--- src/rtl/mem_arbiter.sv ---
// mem_arbiter: shares one synchronous single-port RAM between three requesters.
//   Latency: request sampled in IDLE -> gnt/mem_en +1 cycle; write done +2, read done/rdata +3.
//   Backpressure: requests are seen only in IDLE; a requester holds req until its gnt, nothing is queued.
// Ports:
//   clk, rst_n           clock, synchronous active-low reset
//   req/req_we           per-port request and write flag (bit n = port n)
//   req_addr/req_wdata   per-port byte address / write data, port n at [32n+31:32n]
//   gnt/done             one-hot single-cycle pulses: command captured / transaction complete
//   rdata                read result, valid with done, held otherwise
//   busy                 high while a transaction is in flight
//   mem_*                RAM command (en, we, word address, wdata) and read data return
// Build option: define MEM_ARB_ROUND_ROBIN_EN for round-robin; default is fixed priority 0 > 1 > 2.
module mem_arbiter #(
    parameter int ADDR_W = 12
) (
    input  logic              clk,
    input  logic              rst_n,
    input  logic [2:0]        req,
    input  logic [2:0]        req_we,
    input  logic [95:0]       req_addr,
    input  logic [95:0]       req_wdata,
    output logic [2:0]        gnt,
    output logic [2:0]        done,
    output logic [31:0]       rdata,
    output logic              busy,
    output logic              mem_en,
    output logic              mem_we,
    output logic [ADDR_W-1:0] mem_addr,
    output logic [31:0]       mem_wdata,
    input  logic [31:0]       mem_rdata
);

    typedef enum logic [1:0] {IDLE, ISSUE, RESP} state_t;

    state_t      state;
    logic [1:0]  win;
    logic        win_we;

    logic [1:0]  sel;
    logic        sel_we;
    logic [31:0] sel_addr;
    logic [31:0] sel_wdata;

`ifdef MEM_ARB_ROUND_ROBIN_EN
    logic [1:0]  last;

    // Port that sits at position i of the search order starting after 'last'.
    function automatic logic [1:0] port_at(input logic [1:0] l, input int i);
        int v;
        v = (int'(l) + 1 + i) % 3;
        return v[1:0];
    endfunction

    // Scan from lowest priority to highest so the highest-priority hit wins.
    always_comb begin
        sel = 2'd0;
        for (int i = 2; i >= 0; i--) begin
            if (req[port_at(last, i)]) sel = port_at(last, i);
        end
    end
`else
    always_comb begin
        if (req[0])      sel = 2'd0;
        else if (req[1]) sel = 2'd1;
        else             sel = 2'd2;
    end
`endif

    always_comb begin
        case (sel)
            2'd0: begin
                sel_we    = req_we[0];
                sel_addr  = req_addr[31:0];
                sel_wdata = req_wdata[31:0];
            end
            2'd1: begin
                sel_we    = req_we[1];
                sel_addr  = req_addr[63:32];
                sel_wdata = req_wdata[63:32];
            end
            default: begin
                sel_we    = req_we[2];
                sel_addr  = req_addr[95:64];
                sel_wdata = req_wdata[95:64];
            end
        endcase
    end

    // Byte-offset bits and bits above the RAM size are deliberately dropped.
    logic unused_addr_bits;
    assign unused_addr_bits = ^{sel_addr[31:ADDR_W+2], sel_addr[1:0]};

    always_ff @(posedge clk) begin
        if (!rst_n) begin
            state     <= IDLE;
            win       <= 2'd0;
            win_we    <= 1'b0;
            gnt       <= 3'b000;
            done      <= 3'b000;
            rdata     <= 32'd0;
            busy      <= 1'b0;
            mem_en    <= 1'b0;
            mem_we    <= 1'b0;
            mem_addr  <= '0;
            mem_wdata <= 32'd0;
`ifdef MEM_ARB_ROUND_ROBIN_EN
            last      <= 2'd2;
`endif
        end else begin
            // Pulses default low; address/data hold their last command.
            gnt    <= 3'b000;
            done   <= 3'b000;
            mem_en <= 1'b0;
            mem_we <= 1'b0;
            case (state)
                IDLE: begin
                    if (|req) begin
                        gnt       <= 3'b001 << sel;
                        mem_en    <= 1'b1;
                        mem_we    <= sel_we;
                        mem_addr  <= sel_addr[ADDR_W+1:2];
                        mem_wdata <= sel_wdata;
                        win       <= sel;
                        win_we    <= sel_we;
                        busy      <= 1'b1;
                        state     <= ISSUE;
`ifdef MEM_ARB_ROUND_ROBIN_EN
                        last      <= sel;
`endif
                    end
                end
                ISSUE: begin
                    // A write lands in the RAM at this edge, so it completes now.
                    if (win_we) begin
                        done  <= 3'b001 << win;
                        busy  <= 1'b0;
                        state <= IDLE;
                    end else begin
                        state <= RESP;
                    end
                end
                RESP: begin
                    rdata <= mem_rdata;
                    done  <= 3'b001 << win;
                    busy  <= 1'b0;
                    state <= IDLE;
                end
                default: begin
                    busy  <= 1'b0;
                    state <= IDLE;
                end
            endcase
        end
    end

endmodule

--- config.mk ---
export PLATFORM = sky130hd
export DESIGN_NAME = mem_arbiter
export DESIGN_NICKNAME = d
export VERILOG_FILES = /design/src/rtl/mem_arbiter.sv
export SDC_FILE = /design/constraint.sdc
export NUM_CORES = 1
export LEC_CHECK = 0
export ABC_CLOCK_PERIOD_IN_PS = 1500
export CELL_PAD_IN_SITES_DETAIL_PLACEMENT = 1
export CELL_PAD_IN_SITES_GLOBAL_PLACEMENT = 2
export CORE_ASPECT_RATIO = 2
export CORE_UTILIZATION = 16
export CTS_CLUSTER_DIAMETER = 50
export DETAILED_ROUTE_END_ITERATION = 8
export MAX_ROUTING_LAYER = met4
export PLACE_DENSITY_LB_ADDON = 0.1
export SYNTH_ARGS = -nofsm -noshare
export SYNTH_HDL_FRONTEND = slang
export SYNTH_SLANG_ARGS = --single-unit
--- constraint.sdc ---
create_clock -name clk -period 1.5 [get_ports clk]
set_input_delay 0.3 -clock clk [delete_from_list [all_inputs] [get_ports clk]]
set_output_delay 0.3 -clock clk [all_outputs]
set_load 0.01 [all_outputs]
* Word-level counts from Yosys, hierarchy flattened
Cells that the tools add are included.
** Operators by class
- Eq/ne operators :: 5
- Shift-type cells :: 2
- Mux-type cells :: 14
- Reductions and logical operators :: 7
** Operators with widths (count)
- case mux 32 bit (2 select lines) :: 1
- case mux 14 bit (2 select lines) :: 1
- 2-to-1 mux 2 bit :: 4
- case mux 3 bit (2 select lines) :: 1
- AND reduction 2 bit :: 3
- left shift 1 x 2 -> 3 bit, first input constant :: 2
- equality test 2 x 1 -> 1 bit, second input constant :: 2
- zero test 2 bit :: 2
- != test 2 bit, second input constant :: 2
- case mux 1 bit (2 select lines) :: 2
- case mux 2 bit (2 select lines) :: 1
- 2-to-1 mux 1 bit :: 3
- 2-to-1 mux 3 bit :: 1
- AND reduction 3 bit :: 1
- OR reduction 3 bit :: 1
- equality test 2 bit, second input constant :: 1
** Storage, ports and cells
- Flip-flop bits (word level) :: 90
- Input bits :: 232
- Output and inout port bits :: 85

* Depth between registers and ports, before layout
- Depth in word-level cells :: 4
- Mapped depth :: 7
- Mapped depth without buffers :: 5

* Worst setup path before layout
Ideal clock, no wire load.
- Path kind :: register -> register
- From :: register state[0]
- To :: register mem_addr[0]
- Library setup time :: 117 ps
- Arrival :: 1328 ps
- Data required time :: 1383 ps
- Slack :: 55 ps
- Cell stages (with the launch flop) :: 8
- Buffers on the path :: 2
- Path through :: dfxtp_1 inv_1 ha_1 nand2_1 nor2_1 buf_2 buf_2 a32o_1
** On the way
- Word-level cells in the longest chain between the ends :: 2
** Ends and longest elaborated chain
- start: declaration :: RTL line 35 : state_t state;
- start signal: assignment :: RTL line 95 : state <= IDLE;
- start signal: assignment :: RTL line 126 : state <= ISSUE;
- start signal: assignment :: RTL line 137 : state <= IDLE;
- zero test 2 bit :: RTL line 115 : case (state)
- AND reduction 2 bit (no line)
- end signal: assignment :: RTL line 121 : mem_addr <= sel_addr[ADDR_W+1:2];
- end: declaration :: RTL line 28 : output logic [ADDR_W-1:0] mem_addr,
No other way between the ends.
A chain may end at the register's enable or synchronous reset.

* Worst setup path after layout
- From :: register state[0]
- To :: register mem_addr[7]
Same word-level chain as after synthesis.

==> impl_metrics.tcl <==
set metrics [dict create \
    drive_gt1_frac 0.08520 \
    clkPwrFrac 0.360 \
    syn_inst 402 \
    finClkSkew_ns 0.005758 \
    cts_max_level 3 \
    crit_start "state[0]" \
    cp_num_buf_inv 4 \
    ff2ff_path_depth 7 \
    clk_pin_slew_ns 0.07 \
    place.gp.congestion 0.7102 \
    num-nets-final 900 \
    slew-limit-headroom 0.7876 \
    status "finished clean" \
    synth_edf_count 0 \
    crit_family "buffers and inverters" \
    first_iter_violations 135 \
    hold_viol_final 0 \
    cts_num_sinks 90 \
    grt_pass1_wl_um 25350 \
    viasPerCell 4.070 \
    synth_compound_area_frac 0.2176 \
    use_met3 0.02899 \
    wl_per_cell_um 17.94 \
    final_util 0.2979 \
    grt_pass1_vias 4416 \
    dp_slack_ns -0.3233 \
    synth_nets 637 \
    grt_use_met2 0.2643 \
    grt_overflow_total 0 \
    endpoint "mem_addr[7]" \
    synth_area_um2 4151 \
    reg2reg_slack_ns 0.05 \
    cp_cell_sequence "inv_1, ha_1, buf_4, a21boi_4, buf_12, clkbuf_16, a32o_1" \
    dp.final_hpwl_um 13600 \
    synth_top_family_by_area "compound AO/OA/AOI/OAI gates" \
    arrival_ns 1.75 \
    yosysUniqueCellTypes 26 \
    async_flop_share 0 \
    slew_viol_final 0 \
    dr.pass1.iters 4 \
    core-area_um2 25550 \
    clock_latency_ns 0.36 \
    cts_root_buf "clkbuf_16" \
    dpl_cell_area_um2 7277 \
    grt_usage 0.1361 \
    use_met1 0.1210 \
    area.sequential_um2 1804 \
    syn2layout_area_growth_pct 83.33 \
    cp-start-kind "register" \
    grt_antenna_before_repair 1 \
    p_sw_frac 0.2621 \
    io_pins 317 \
    finalSetupViolations 0 \
    cp_max_fo 10 \
    cpPeakStageDelay_ns 0.33 \
    critPathSlowestCell "dfxtp_2" \
    p_leak_uw 0.003130 \
    p_per_area_nw_per_um2 916.3 \
    fmax_ghz 0.6900 \
    synth-xor-area-share 0 \
    ys_seq_area_frac 0.4340 \
    io_buffers 256 \
    syn_area_per_cell_um2 10.33 \
    cts_tree "yes" \
    hp-start "req[0]" \
    synthSimpleGateAreaFrac 0.2080 \
    vias 4111 \
    multi_input_area_um2 2142 \
    grt_busiest_layer "met2" \
    p_switching_uw 1828 \
    drc 0 \
    fin_crit_ns 1.449 \
    fin_tns_setup_ns 0 \
    wl_um 18120 \
    critPathRequiredTime_ns 1.80 \
    dieArea_um2 26630 \
    seq_power_share 0.388 \
    ys_seq_elements 90 \
    ys_warn_count 0 \
    num_rows 83 \
    fp.dieH_um 229.8 \
    worst_slew_pin_slew_ns 0.3180 \
    fin_crit_sh 0.9662 \
    nFillCells 2962 \
    postCtsHoldBufs 0 \
    final_cell_area_um2 7611 \
    max-cap-violations 0 \
    synth_ff_type "dfxtp_1" \
    ir_drop_mv 0.5283 \
    numCtsBuffers 9 \
    worst_slack_ns 0.05069 \
    r2r-start "state[0]" \
    die_x_um 115.9 \
    cp_num_cells 7 \
    grt_max_degree 34 \
    total_power_uw 6974 \
    hold_class "in2reg" \
    critical_path_class "reg2reg" \
    start_util 0.1625 \
    clock_path_buffers 2 \
    regToRegEndpoint "mem_addr[7]" \
    power_frac_comb 0.252 \
    synthAdderAreaFrac 0.009042 \
    yosys-mux-area-fraction 0.07715 \
    cp-end-kind "register" \
    internal_power_uw 5146 \
    ant_nets 0 \
    rsz0062_at_grt "false" \
]
worst min-delay path: cells and delay by family:
| kind | cells | cell delay [ns] |
|---|---|---|
| buffers and inverters | 1 | 0.10 |
| and+or+nand+nor | 2 | 0.24 |
| AOI/OAI and AO/OA | 1 | 0.08 |
worst min path at each step:
stage	end	slack (ns)	cells past startpoint
floorplan	done[1]	0.44	1
global placement	mem_wdata[5]	0.45	1
detailed placement	mem_addr[5]	0.46	1
CTS	busy	0.40	4
global route	gnt[0]	0.44	3
finish	busy	0.40	4
logic make-up after synthesis:
kind of cell    after synthesis
fa+ha+maj                     3
mux                          32
simple gates                138
buf+inv                      40
compound gates               99
flops                        90
metal layers:
metal / part of all wire / vias to the layer above
met5: 0 / -
met4: 0.021 / 0
met2: 0.58 / 143
li1: - / 1989
met1: 0.35 / 1962
met3: 0.051 / 17
registers in the layout (all words and copies together), names as in the netlist:
register / cells
done: 3
gnt: 3
win: 2
win_we: 1
mem_we: 1
mem_wdata: 32
busy: 1
mem_en: 1
state: 2
rdata: 32
mem_addr: 12
cells in the mapped netlist, types with 3 or more instances:
cell type	instances	area (um^2)
a21oi_1	4	20.02
nand2b_1	46	287.8
and3_1	3	18.77
nor2b_1	78	488.0
buf_2	15	75.07
clkbuf_1	13	48.80
mux2i_1	32	320.3
dfxtp_1	90	1802
a32o_1	45	450.4
buf_6	7	78.83
ha_1	3	37.54
a211o_1	45	394.1
layout by cell type, fill, tap and decap left out, types with 2 or more instances in the layout:
cell type	synthesis	layout
a211o_1	45	45
a21o_1	2	2
a21oi_1	4	4
a32o_1	45	45
and3_1	3	3
buf_12	0	10
buf_4	1	20
buf_6	7	2
bufinv_16	0	2
clkbuf_16	0	12
clkdlybuf4s50_1	0	169
clkinv_2	0	2
dfxtp_1	90	88
dfxtp_2	0	2
dlygate4sd2_1	0	85
ha_1	3	2
inv_1	2	2
mux2i_1	32	32
nand2_1	2	2
nand2b_1	46	46
nor2b_1	78	78
nor4_1	2	2
nor4b_1	2	2
metrics by stage:
step                hold WS (ns)  instances
detailed placement        0.4571        989
finish                    0.4032       1010
floorplan                 0.4371        402
global route              0.4439       1010
global placement          0.4495        989
CTS                       0.4024       1004
timing repair:
action | CTS | global route
pin swaps | 0 | 1
setup endpoints to repair | 85 | 12
buffers inserted | 0 | 1
cloned | 0 | 4
resized for setup | 85 | 4
area by class of cell:
type	count	share of cell area
Antenna cell	1	0.0003288
Clock buffer	10	0.03140
Clock inverter	5	0.01036
Inverter	2	0.0009864
Multi-Input combinational cell	272	0.2814
Sequential cell	90	0.2371
Tap cell	340	0.05589
Timing Repair Buffer	290	0.3825
power by group through the flow:
stage	clock network (uW)	registers [uW]	logic, uW
after floorplan	0	2850	620
final	2510	2710	1760
after CTS	2650	2710	1720
after global routing	2740	2730	1900
after detailed placement	0	2770	1850
after global placement	0	2760	1820
Power figures use the tool's default switching activity.
